--- src/rtl/led_pattern_pkg.sv ---
// Shared definitions for the multi-channel LED pattern generator.
//   - led_mode_e : per-channel output mode encodings
//   - ramp_dir_e : direction of the BREATHE brightness ramp
//   - TAP_W      : width of the counter-tap select field
//   - clamp_tap  : limits a requested tap to the top bit of the shared counter
package led_pattern_pkg;

  typedef enum logic [1:0] {
    MODE_OFF     = 2'd0,
    MODE_ON      = 2'd1,
    MODE_BLINK   = 2'd2,
    MODE_BREATHE = 2'd3
  } led_mode_e;

  typedef enum logic {
    DirUp   = 1'b0,
    DirDown = 1'b1
  } ramp_dir_e;

  localparam int unsigned TAP_W = 5;

  // A tap beyond the counter width would select a bit that never toggles, so it is pinned to the
  // slowest real bit instead.
  function automatic logic [TAP_W-1:0] clamp_tap(input logic [TAP_W-1:0] tap,
                                                 input int unsigned       cnt_w);
    logic [TAP_W-1:0] res;
    if (32'(tap) >= cnt_w) begin
      res = TAP_W'(cnt_w - 1);
    end else begin
      res = tap;
    end
    return res;
  endfunction

endpackage

--- src/rtl/led_channel.sv ---
// One LED channel: holds its mode/tap configuration, the BREATHE ramp state and the registered
// LED output.
//   i_clk, i_rst_n : clock, asynchronous active-low reset
//   i_cnt          : shared free-running counter
//   i_wr_stb       : write strobe already decoded for this channel
//   i_wr_mode      : new mode (led_mode_e encoding)
//   i_wr_tap       : new counter tap (clamped here)
//   o_led          : registered LED drive
module led_channel
  import led_pattern_pkg::*;
#(
  parameter int unsigned CNT_W    = 26,
  parameter int unsigned PWM_W    = 8,
  parameter led_mode_e   RST_MODE = MODE_OFF,
  parameter int unsigned RST_TAP  = 0
) (
  input  logic             i_clk,
  input  logic             i_rst_n,
  input  logic [CNT_W-1:0] i_cnt,
  input  logic             i_wr_stb,
  input  logic [1:0]       i_wr_mode,
  input  logic [TAP_W-1:0] i_wr_tap,
  output logic             o_led
);

  localparam logic [PWM_W-1:0] LevelMax = '1;
  localparam logic [TAP_W-1:0] RstTap   = clamp_tap(TAP_W'(RST_TAP), CNT_W);

  led_mode_e        r_mode;
  logic [TAP_W-1:0] r_tap;
  logic [PWM_W-1:0] r_level;
  ramp_dir_e        r_dir;
  logic             r_prev_bit;
  logic             r_led;

  logic [TAP_W-1:0] w_new_tap;
  logic             w_tap_bit;
  logic             w_new_bit;
  logic             w_step;
  logic             w_pwm;
  logic             w_led_d;

  assign w_new_tap = clamp_tap(i_wr_tap, CNT_W);

  // Mask-and-reduce rather than a variable bit-select keeps the index width independent of CNT_W.
  assign w_tap_bit = |(i_cnt & (CNT_W'(1) << r_tap));
  assign w_new_bit = |(i_cnt & (CNT_W'(1) << w_new_tap));

  // Rising edge of the selected tap bit paces the breathe ramp.
  assign w_step = ~r_prev_bit & w_tap_bit;

  // Duty cycle over each 2^PWM_W-cycle window equals level / 2^PWM_W.
  assign w_pwm = (i_cnt[PWM_W-1:0] < r_level);

  always_comb begin
    w_led_d = 1'b0;
    case (r_mode)
      MODE_OFF:     w_led_d = 1'b0;
      MODE_ON:      w_led_d = 1'b1;
      MODE_BLINK:   w_led_d = w_tap_bit;
      MODE_BREATHE: w_led_d = w_pwm;
      default:      w_led_d = 1'b0;
    endcase
  end

  always_ff @(posedge i_clk or negedge i_rst_n) begin
    if (!i_rst_n) begin
      r_mode     <= RST_MODE;
      r_tap      <= RstTap;
      r_level    <= '0;
      r_dir      <= DirUp;
      r_prev_bit <= 1'b0;
      r_led      <= 1'b0;
    end else begin
      r_led <= w_led_d;
      if (i_wr_stb) begin
        // A write restarts the ramp and swallows any step event that coincides with it.
        r_mode     <= led_mode_e'(i_wr_mode);
        r_tap      <= w_new_tap;
        r_level    <= '0;
        r_dir      <= DirUp;
        r_prev_bit <= w_new_bit;
      end else begin
        r_prev_bit <= w_tap_bit;
        if ((r_mode == MODE_BREATHE) && w_step) begin
          case (r_dir)
            DirUp: begin
              if (r_level != LevelMax) begin
                r_level <= r_level + 1'b1;
                if (r_level == LevelMax - 1'b1) begin
                  r_dir <= DirDown;
                end
              end
            end
            DirDown: begin
              if (r_level != '0) begin
                r_level <= r_level - 1'b1;
                if (r_level == PWM_W'(1)) begin
                  r_dir <= DirUp;
                end
              end
            end
            default: r_dir <= DirUp;
          endcase
        end
      end
    end
  end

  assign o_led = r_led;

endmodule

--- src/rtl/led_pattern_gen.sv ---
// Multi-channel LED pattern generator. A shared free-running counter drives NUM_CH independent
// channels, each configurable at runtime as OFF, ON, BLINK or BREATHE. Out of reset channel 0
// blinks on counter bit RESET_TAP, matching the original single-LED blinker.
//   clock, reset_n : system clock, asynchronous active-low reset
//   in_wr_en       : single-cycle configuration write strobe
//   in_wr_ch       : target channel; indices >= NUM_CH are ignored
//   in_wr_mode     : 0=OFF, 1=ON, 2=BLINK, 3=BREATHE
//   in_wr_tap      : counter bit setting blink rate / breathe step rate
//   out_leds       : registered LED outputs
//   out_tick       : high while the shared counter is 0 after wrapping
module led_pattern_gen
  import led_pattern_pkg::*;
#(
  parameter int unsigned NUM_CH    = 4,
  parameter int unsigned CNT_W     = 26,
  parameter int unsigned PWM_W     = 8,
  parameter int unsigned RESET_TAP = 24,
  parameter int unsigned CH_W      = (NUM_CH > 1) ? $clog2(NUM_CH) : 1
) (
  input  logic              clock,
  input  logic              reset_n,
  input  logic              in_wr_en,
  input  logic [CH_W-1:0]   in_wr_ch,
  input  logic [1:0]        in_wr_mode,
  input  logic [TAP_W-1:0]  in_wr_tap,
  output logic [NUM_CH-1:0] out_leds,
  output logic              out_tick
);

  logic [CNT_W-1:0]  r_cnt;
  logic              r_tick;
  logic              w_wr_ok;
  logic [NUM_CH-1:0] w_wr_stb;

  always_ff @(posedge clock or negedge reset_n) begin
    if (!reset_n) begin
      r_cnt  <= '0;
      r_tick <= 1'b0;
    end else begin
      r_cnt  <= r_cnt + 1'b1;
      r_tick <= &r_cnt;
    end
  end

  assign out_tick = r_tick;

  // When NUM_CH is not a power of two some encodable indices have no channel behind them.
  assign w_wr_ok = in_wr_en && (32'(in_wr_ch) < NUM_CH);

  for (genvar g = 0; g < NUM_CH; g++) begin : g_ch
    localparam led_mode_e   ChRstMode = (g == 0) ? MODE_BLINK : MODE_OFF;
    localparam int unsigned ChRstTap  = (g == 0) ? RESET_TAP : 0;

    assign w_wr_stb[g] = w_wr_ok && (in_wr_ch == CH_W'(g));

    led_channel #(
      .CNT_W   (CNT_W),
      .PWM_W   (PWM_W),
      .RST_MODE(ChRstMode),
      .RST_TAP (ChRstTap)
    ) u_ch (
      .i_clk    (clock),
      .i_rst_n  (reset_n),
      .i_cnt    (r_cnt),
      .i_wr_stb (w_wr_stb[g]),
      .i_wr_mode(in_wr_mode),
      .i_wr_tap (in_wr_tap),
      .o_led    (out_leds[g])
    );
  end

endmodule

--- config.mk ---
export PLATFORM = sky130hd
export DESIGN_NAME = led_pattern_gen
export DESIGN_NICKNAME = d
export VERILOG_FILES = /design/src/rtl/led_pattern_pkg.sv /design/src/rtl/led_channel.sv /design/src/rtl/led_pattern_gen.sv
export SDC_FILE = /design/constraint.sdc
export NUM_CORES = 1
export LEC_CHECK = 0
export ABC_AREA = 1
export CAP_MARGIN = 0
export CORE_MARGIN = 2
export CORE_UTILIZATION = 35
export CTS_BUF_LIST = sky130_fd_sc_hd__clkbuf_16
export DETAILED_ROUTE_END_ITERATION = 8
export PLACE_DENSITY = 0.55
export SLEW_MARGIN = 20
export SYNTH_ARGS = -nofsm -noshare
export SYNTH_HDL_FRONTEND = slang
export SYNTH_SLANG_ARGS = --single-unit
--- constraint.sdc ---
create_clock -name clock -period 2.39 [get_ports clock]
set_input_delay 0.3585 -clock clock [delete_from_list [all_inputs] [get_ports clock]]
set_output_delay 0.3585 -clock clock [all_outputs]
set_load 0.01 [all_outputs]
After elaboration in Yosys (flattened, before gate mapping)

Cells that the tools add are included.
W data, S select, Z words.

Register bits after elaboration: 99
Input port bits: 12
Output and inout bits: 5
Logic and storage cells: 185

Add/sub/neg operators: 9
$lt $le $gt $ge: 5
Equal/unequal tests: 35
Shift operators: 5
Muxes and demuxes: 57
Bitwise gates (word level): 17
Reductions and logical operators: 31

Operators by type and width:

| kind                    | number |
|---|---|
| $and A26 B26 Y26        | 5 |
| $reduce_or A26 Y1       | 5 |
| $shl A1 B5 Y26 const A  | 5 |
| $mux W8                 | 16 |
| $pmux W8 S2             | 4 |
| $add A8 B1 Y8 const B   | 4 |
| $eq A8 B1 Y1 const B    | 4 |
| $eq A8 B8 Y1 const B    | 4 |
| $lt A8 B8 Y1            | 4 |
| $ne A8 B8 Y1 const B    | 4 |
| $reduce_bool A8 Y1      | 4 |
| $sub A8 B1 Y8 const B   | 4 |
| $mux W1                 | 28 |
| $add A26 B1 Y26 const B | 1 |
| $reduce_and A26 Y1      | 1 |
| $eq A2 B2 Y1 const B    | 10 |
| $pmux W1 S4             | 4 |
| $ne A3 B1 Y1 const B    | 4 |
| $ne A3 B2 Y1 const B    | 4 |
| $reduce_and A3 Y1       | 4 |
| $eq A2 B1 Y1 const B    | 5 |
| $logic_not A2 Y1        | 5 |
| $logic_and A1 B1 Y1     | 8 |
| $not A1 Y1              | 8 |
| other kinds (5)         | 14 |

Depth between registers and ports, before layout

Gate-level depths: netlist of the first run.

Depth in word-level cells: 7
Gate-level depth with buffers: 14
Gate-level depth less buffers: 13

Modules after synthesis

A second synthesis of the first run with hierarchy kept.

Cells, all modules: 1399
Area total of the unflattened synthesis: 9186.3 sq um

By module, submodules not included:

| module                          | times used | cells an instance | area an instance (sq um) | sequential area each (sq um) |
|---|---|---|---|---|
| led_channel at g_ch[1].u_ch ... | 2          | 307               | 1920.6                   | 450.4 |
| led_channel at g_ch[3].u_ch     | 1          | 316               | 1990.7                   | 450.4 |
| led_channel at g_ch[0].u_ch     | 1          | 297               | 1953.1                   | 454.2 |
| led_pattern_gen                 | 1          | 172               | 1401.3                   | 675.6 |

Worst setup path after synthesis of the first run

No wires, ideal clock.

Path kind: register to register
Start point: register r_cnt[1]
End point: register r_cnt[24]
Data arrival time: 1.568 ns
Data required time: 2.267 ns
Slack: 0.699 ns
Cell stages (with the launch flop): 10
Clock period less this slack: 1.691 ns
Cells stage by stage: dfrtp_1 > ha_1 > nand2_1 > nor2_4 > nand3_2 > nor2_1 > nand2_1 > nor3_2 > nand2_1 > xor2_1

Longest elaborated chain between the ends: 1

Ends and longest elaborated chain:

| element                | line                  | source |
|---|---|---|
| start, declared        | led_pattern_gen.sv:30 | `logic [CNT_W-1:0] r_cnt;` |
| start signal, assigned | led_pattern_gen.sv:40 | `r_cnt <= r_cnt + 1'b1;` |
| $add A26 B1 Y26        | led_pattern_gen.sv:40 |  |

No other way between the ends.
A chain may end at the register's enable or synchronous reset.

Worst setup path in the final report of the first run

Start point: register g_ch[0].u_ch.r_tap[2]
End point: register g_ch[0].u_ch.r_level[7]

Longest elaborated chain between the ends: 7

Ends and longest elaborated chain:

| element                      | line              | source |
|---|---|---|
| start, declared              | led_channel.sv:30 | `logic [TAP_W-1:0] r_tap;` |
| start signal, assigned       | led_channel.sv:69 | `r_tap <= RstTap;` |
| start signal, assigned       | led_channel.sv:79 | `r_tap <= w_new_tap;` |
| $shl A1 B5 Y26               | led_channel.sv:46 | `assign w_tap_bit = \|(i_cnt & (CNT_W'(1) << r_tap));` |
| $and A26 B26 Y26             | led_channel.sv:46 |  |
| $reduce_or A26 Y1            | led_channel.sv:46 |  |
| $and A1 B1 Y1                | led_channel.sv:50 | `assign w_step = ~r_prev_bit & w_tap_bit;` |
| $logic_and A1 B1 Y1          | led_channel.sv:85 | `if ((r_mode == MODE_BREATHE) && w_step) begin` |
| $reduce_bool A2 Y1 (no line) | -                 |  |
| $reduce_and A3 Y1 (no line)  | -                 |  |
| end signal, assigned         | led_channel.sv:89 | `r_level <= r_level + 1'b1;` |
| end signal, assigned         | led_channel.sv:97 | `r_level <= r_level - 1'b1;` |
| end, declared                | led_channel.sv:31 | `logic [PWM_W-1:0] r_level;` |

No other way between the ends.

==> impl_metrics.toml, run 1 <==
[run_status]
status = "complete, no violations"

[logic_synthesis]
synth_nets = 1178
synthFlopType = "dfrtp_1"
async_flop_share_pct = 100
syn_avg_cell_area_um2 = 7.05
synthDistinctLibCells = 46
yosysTopAreaCell = "dfrtp_1"
synth_area_um2 = 7880
synth_edf_count = 0
synth-seq-area-share_pct = 31.5
ys_seq_elements = 99
synthTopCellsByArea = "dfrtp_1 (30%), nand2_1 (12%), nand3_1 (9.1%), ha_1 (7.8%), inv_1 (4.4%)"
synth_top_area_share_pct = 30.5
synth_warnings = 0
netlist_instances = 1117

[cts]
clockBufferDepth = 2
cts_resized = 0
clock_latency_ps = 360
cts_tree = "yes"
postCtsHoldBufs = 0
cts_root_buf = "clkbuf_16"
cts_made_buffers = 9
clkSinkCount = 99
clk_pin_slew_ps = 70
htreeDepth = 3
post_cts.repair.setup_buffers = 0

[finish]
diodes = 0
utilization_pct = 39.8
regArea_um2 = 2480
nFillCells = 2315
multi_input_area_um2 = 4720
nets = 1182
drive_gt1_share_pct = 10.5
area_growth_syn_to_layout_pct = 10.9
fin_area_um2 = 8740

[power_and_ir_drop]
p_clk_share_pct = 26.1
p_leak_nw = 4.06
p_int_mw = 4.16
p_total_mw = 7.00
pwr-share-seq_pct = 36.5
pwr-share-comb_pct = 37.4
p_sw_mw = 2.84
power_density_nw_per_um2 = 801
vdd_drop_max_mv = 0.359
p_sw_share_pct = 40.5

[drt]
postRouteAntennaNets = 0
routed_wl_mm = 23.5
first_pass_iters = 5
drt_iter0_drc = 421
wl_per_cell_um = 16.7
drc_errors = 0
num_vias = 7405
viasPerCell = 5.27

[sta]
skew_ps = 10.3
fin_crit_ps = 2100
fin_setup_tns_ps = 0
rsz0062_at_grt = "false"
tightest_slew_ps = 755
maxSlewViolCount = 0
finalHoldViolCount = 0
fin_crit_sh_pct = 87.7
setup_violations = 0
max_freq_mhz = 477
timing.hold.ws_ps = 26.1
slew_headroom_pct = 49.6

[setup_path]
cp_max_fo = 10
crit_required_ps = 2640
worstSetupPathType = "reg2reg"
cp-start-kind = "register"
crit_chain = "inv_2 > nand3_1 > o21ai_1 > nor2_1 > nand2_1 > nand2_1 > nand3_1 > nand4_1 > nand3_1 > nand2_1"
r2r_start = "g_ch[0].u_ch.r_tap[2]$_DFFE_PN0P_"
crit_path_top_delay_cell = "dfrtp_1"
cp_data_arrival_time_ps = 2350
worstReg2RegEnd = "g_ch[0].u_ch.r_level[7]$_DFFE_PN0P_"
critPathCaptureType = "register"
max_stage_delay_ps = 500
reg2reg_depth = 10
critPathLaunch = "g_ch[0].u_ch.r_tap[2]$_DFFE_PN0P_"
setup.worst_path.end = "g_ch[0].u_ch.r_level[7]$_DFFE_PN0P_"
rrSetupSlack_ps = 290

[placed_design]
port-buffer-count = 16
hpwlAfterDp_mm = 17.5
placed_area_um2 = 8370
gp_congestion = 0.933

[floorplanning]
ios = 17
die_w_um = 154
die_area_um2 = 23700
core_area_um2 = 22000
rows = 54
start_util_pct = 35.9
fp.dieH_um = 154

[grt]
antenna_found_initial = 0
first_global_vias = 6968
grt_max_degree = 45
track_usage_pct = 20.4
grt_pass1_wl_mm = 38.3
grt-ovfl-total = 0

[job]
maxCapViolCount = 0

[worst_hold_path]
holdCritPathClass = "in2async"
[worst min-delay path by stage]
stage / from / to / slack [ps] / depth (start not counted)
final: reset_n / g_ch[0].u_ch.r_level[3]$_DFFE_PN0P_ / 30 / 1
after global routing: reset_n / g_ch[0].u_ch.r_level[3]$_DFFE_PN0P_ / 70 / 1
after CTS: reset_n / g_ch[0].u_ch.r_tap[0]$_DFFE_PN0P_ / 50 / 1
after detailed placement: reset_n / g_ch[0].u_ch.r_level[3]$_DFFE_PN0P_ / 440 / 1
after global placement: reset_n / g_ch[0].u_ch.r_level[3]$_DFFE_PN0P_ / 430 / 1
after floorplan: reset_n / g_ch[0].u_ch.o_led$_DFF_PN0_ / 60 / 0
[placed cells by master, fill, tap and decap left out, types with 5 or more instances in the layout]
| master | netlist | routed |
|---|---|---|
| o211ai_1 | 6 | 6 |
| nor2_4 | 5 | 5 |
| nand3_2 | 6 | 6 |
| nor3_1 | 32 | 29 |
| nor2_1 | 90 | 90 |
| nand2_2 | 8 | 8 |
| inv_1 | 92 | 92 |
| o21ai_0 | 56 | 56 |
| a21oi_1 | 39 | 39 |
| xnor2_1 | 6 | 6 |
| nand2_1 | 256 | 256 |
| ha_1 | 49 | 49 |
| o21ai_1 | 15 | 15 |
| buf_4 | 10 | 25 |
| nor2_2 | 5 | 5 |
| inv_2 | 27 | 27 |
| nand4_1 | 53 | 53 |
| clkdlybuf4s50_1 | 0 | 15 |
| xor2_1 | 38 | 38 |
| nor3_2 | 7 | 10 |
| dfrtp_1 | 96 | 96 |
| clkbuf_16 | 0 | 9 |
| nand3_1 | 143 | 143 |
[layout make-up]
class | instances | share of cell area (%)
multi-input cells | 850 | 54.0
flip-flops and latches | 99 | 28.4
inverters | 119 | 5.11
repair buffers | 42 | 4.32
well taps | 280 | 4.01
clock buffers | 9 | 2.58
clock inverters | 7 | 1.60
[per-stage QoR]
step / setup slack [ps] / std cells
2_1_floorplan: 699 / 1117
3_3_place_gp: 264 / 1390
3_5_place_dp: 210 / 1390
4_1_cts: 309 / 1406
5_1_grt: 57.6 / 1406
6_report: 295 / 1406
[flip-flops by register name, summed over array words and instances, names as in the netlist]
register and count:
g_ch.u_ch.o_led 4, g_ch.u_ch.r_dir 4, g_ch.u_ch.r_level 32, g_ch.u_ch.r_mode 8
g_ch.u_ch.r_prev_bit 4, g_ch.u_ch.r_tap 20, out_tick 1, r_cnt 26
[cells by family (layout without fill, tap and decap cells)]
family / Yosys count / after routing / share of synthesized area (%)
XOR/XNOR: 44 / 44 / 4.89
AO/OA/AOI/OAI: 138 / 138 / 9.89
AND/OR/NAND/NOR: 619 / 619 / 37.1
flip-flops: 99 / 99 / 31.5
buffers and inverters: 168 / 177 / 8.83
adder cells (fa/ha/maj): 49 / 49 / 7.78
[power by group through the flow]
stage          combinational, mW  clock (mW)  sequential [mW]
2_1_floorplan               2.24           0             2.32
3_3_place_gp                2.59           0             2.58
3_5_place_dp                2.62           0             2.57
4_1_cts                     2.63        1.87             2.55
5_1_grt                     3.05        1.94             2.62
6_report                    2.62        1.83             2.55
[cells in the mapped netlist, drive strengths merged (4+ instances only)]
cell / number
nor3: 39
nand4: 56
xnor2: 6
o21a: 4
o21ai: 73
a21oi: 39
clkbuf: 17
nand2: 265
buf: 32
a21boi: 4
ha: 49
nor2: 100
inv: 119
o211ai: 6
dfrtp: 96
nand3: 151
xor2: 38
[metal layers]
metal	vias to the layer above	GRT usage (%)	part of all wire, %	wire [um]
li1	3738	-	-	-
met1	3470	28.6	48	11300
met2	167	32.9	46	10900
met3	30	2.40	3.9	912
met4	0	6.68	1.9	450
met5	-	0	0	0
[critical path: cells and delay by family, from the launching register on]
kind / cells / cell delay, ps
buffers and inverters: 1 / 160
AO/OA/AOI/OAI: 1 / 180
AND/OR/NAND/NOR: 8 / 1140
flip-flops: 1 / 500
(Power assumes the default switching activity.)
==> run 2: changes to the inputs <==
--- a/config.mk
+++ b/config.mk
@@ -10,9 +10,9 @@
 export CORE_MARGIN = 2
 export CORE_UTILIZATION = 35
 export CTS_BUF_LIST = sky130_fd_sc_hd__clkbuf_16
+export CTS_CLUSTER_DIAMETER = 120
 export DETAILED_ROUTE_END_ITERATION = 8
 export PLACE_DENSITY = 0.55
-export SLEW_MARGIN = 20
 export SYNTH_ARGS = -nofsm -noshare
 export SYNTH_HDL_FRONTEND = slang
 export SYNTH_SLANG_ARGS = --single-unit
==> results of run 2 <==
The final DEF is identical to that of run 1; final timing and power are the same.
==> run 3: changes to the inputs <==
--- a/config.mk
+++ b/config.mk
@@ -12,6 +12,7 @@
 export CTS_BUF_LIST = sky130_fd_sc_hd__clkbuf_16
 export CTS_CLUSTER_DIAMETER = 120
 export DETAILED_ROUTE_END_ITERATION = 8
+export MAX_ROUTING_LAYER = met4
 export PLACE_DENSITY = 0.55
 export SYNTH_ARGS = -nofsm -noshare
 export SYNTH_HDL_FRONTEND = slang
==> impl_metrics.toml, run 3 (synthesized netlist as in run 1, its figures left out) <==
[cts]
cts_tree = "yes"
clock_latency_ps = 360
post_cts.repair.setup_buffers = 0
clk_pin_slew_ps = 70
clkSinkCount = 99
cts_root_buf = "clkbuf_16"
htreeDepth = 3
cts_made_buffers = 9
clockBufferDepth = 2

[finish]
layout_commonest_cell = "nand2_1"
mostFrequentLayoutCells = "nand2_1 (256), nand3_1 (143), dfrtp_1 (96), inv_1 (92), nor2_1 (90)"
final_cells = 1407
fin_area_um2 = 8670
nets = 1183
top_regs = "g_ch.u_ch.r_level (32), r_cnt (26), g_ch.u_ch.r_tap (20)"
nFillCells = 2245
largest_register_ffs = 32
top_register = "g_ch.u_ch.r_level"
area_growth_syn_to_layout_pct = 10.0
diodes = 0
drive_gt1_share_pct = 10.5

[grt]
track_usage_pct = 21.0
grt_max_degree = 51
grt_pass1_wl_mm = 38.1
first_global_vias = 7004
antenna_found_initial = 0
grt-ovfl-total = 0

[setup_path]
cp_data_arrival_time_ps = 2370
crit_required_ps = 2640
worstReg2RegEnd = "g_ch[0].u_ch.r_level[4]$_DFFE_PN0P_"
rrSetupSlack_ps = 270
worstSetupPathType = "reg2reg"
reg2reg_depth = 10
cp-start-kind = "register"
cp_max_fo = 10
critPathCaptureType = "register"
r2r_start = "g_ch[0].u_ch.r_tap[2]$_DFFE_PN0P_"

[placed_design]
port-buffer-count = 16
placed_cells = 1390
gp_congestion = 0.951
hpwlAfterDp_mm = 17.3
placed_area_um2 = 8370
pre_cts_ws_ps = 194

[sta]
finalWorstSetupSlack_ps = 273
rsz0062_at_grt = "false"
maxSlewViolCount = 0
fin_crit_sh_pct = 88.6
finalHoldViolCount = 0
max_freq_mhz = 472
setup_violations = 0
tightest_slew_ps = 571
slew_headroom_pct = 61.9
fin_crit_ps = 2120
fin_setup_tns_ps = 0
skew_ps = 9.52

[drt]
viasPerCell = 5.38
routed_wl_mm = 23.5
drt_iter0_drc = 468
first_pass_iters = 7
drc_errors = 0
postRouteAntennaNets = 0
wl_per_cell_um = 16.7
num_vias = 7570

[power_and_ir_drop]
p_leak_nw = 4.04
vdd_drop_max_mv = 0.378
power_density_nw_per_um2 = 765
p_total_mw = 6.63

[floorplanning]
core_area_um2 = 22000
start_util_pct = 35.9
die_area_um2 = 23700
die_w_um = 154
ios = 17
rows = 54
fp.dieH_um = 154

[job]
maxCapViolCount = 0

[run_status]
status = "complete, no violations"

[worst_hold_path]
holdCritPathClass = "in2async"
==> run 3: how the worst max path moves through the flow <==
stage | end | slack [ps] | cells past startpoint | start
2_1_floorplan | r_cnt[24]$_DFF_PN0_ | 700 | 9 | r_cnt[1]$_DFF_PN0_
3_3_place_gp | g_ch[3].u_ch.r_prev_bit$_DFF_PN0_ | 170 | 9 | in_wr_tap[2]
3_5_place_dp | g_ch[3].u_ch.r_prev_bit$_DFF_PN0_ | 190 | 9 | in_wr_tap[2]
4_1_cts | g_ch[0].u_ch.r_level[4]$_DFFE_PN0P_ | 290 | 10 | g_ch[0].u_ch.r_tap[2]$_DFFE_PN0P_
5_1_grt | g_ch[0].u_ch.r_level[1]$_DFFE_PN0P_ | 80 | 10 | g_ch[0].u_ch.r_tap[2]$_DFFE_PN0P_
6_report | g_ch[0].u_ch.r_level[4]$_DFFE_PN0P_ | 270 | 10 | g_ch[0].u_ch.r_tap[2]$_DFFE_PN0P_
==> run 3: power breakdown <==
group	internal (mW)	switching, mW
clock	0.729	0.737
combinational	1.00	1.60
sequential	2.03	0.533
total	3.76	2.87
==> run 3: repair_timing <==
action / CTS / global route
hold endpoints to repair: 20 / 0
hold buffers: 1 / 0
gates resized for setup: 0 / 0
==> run 3: worst max-delay path, cell delays in order, from the launching register on <==
cell	delay, ps
dfrtp_1	510
inv_2	170
nand3_1	160
o21ai_1	170
nor2_1	70
nand2_1	70
nand2_1	50
nand3_1	160
nand4_1	400
nand3_1	190
nand2_1	70
==> run 3: stage by stage <==
stage,utilization (%),hold slack (ps)
floorplan,-,62.9
detailed placement,38.1,281
finish,39.5,436
global placement,38.1,284
CTS,39.5,439
global route,39.5,462
==> run 3: final cells by class <==
| type | instances | area (um^2) | share of cell area [%] |
|---|---|---|---|
| flip-flops and latches | 99 | 2480 | 28.6 |
| clock inverters | 7 | 60.1 | 0.693 |
| inverters | 119 | 447 | 5.15 |
| repair buffers | 43 | 388 | 4.47 |
| multi-input cells | 850 | 4720 | 54.4 |
| clock buffers | 9 | 225 | 2.60 |
| well taps | 280 | 350 | 4.04 |
==> run 3: per-layer routing <==
metal  routed length (um)  up-vias  global-route usage (%)
met2                10700      222                    33.2
li1                     -     3755                       -
met5                    0        -                       -
met3                 1150       39                    3.27
met1                11000     3554                    27.9
met4                  643        0                    6.32
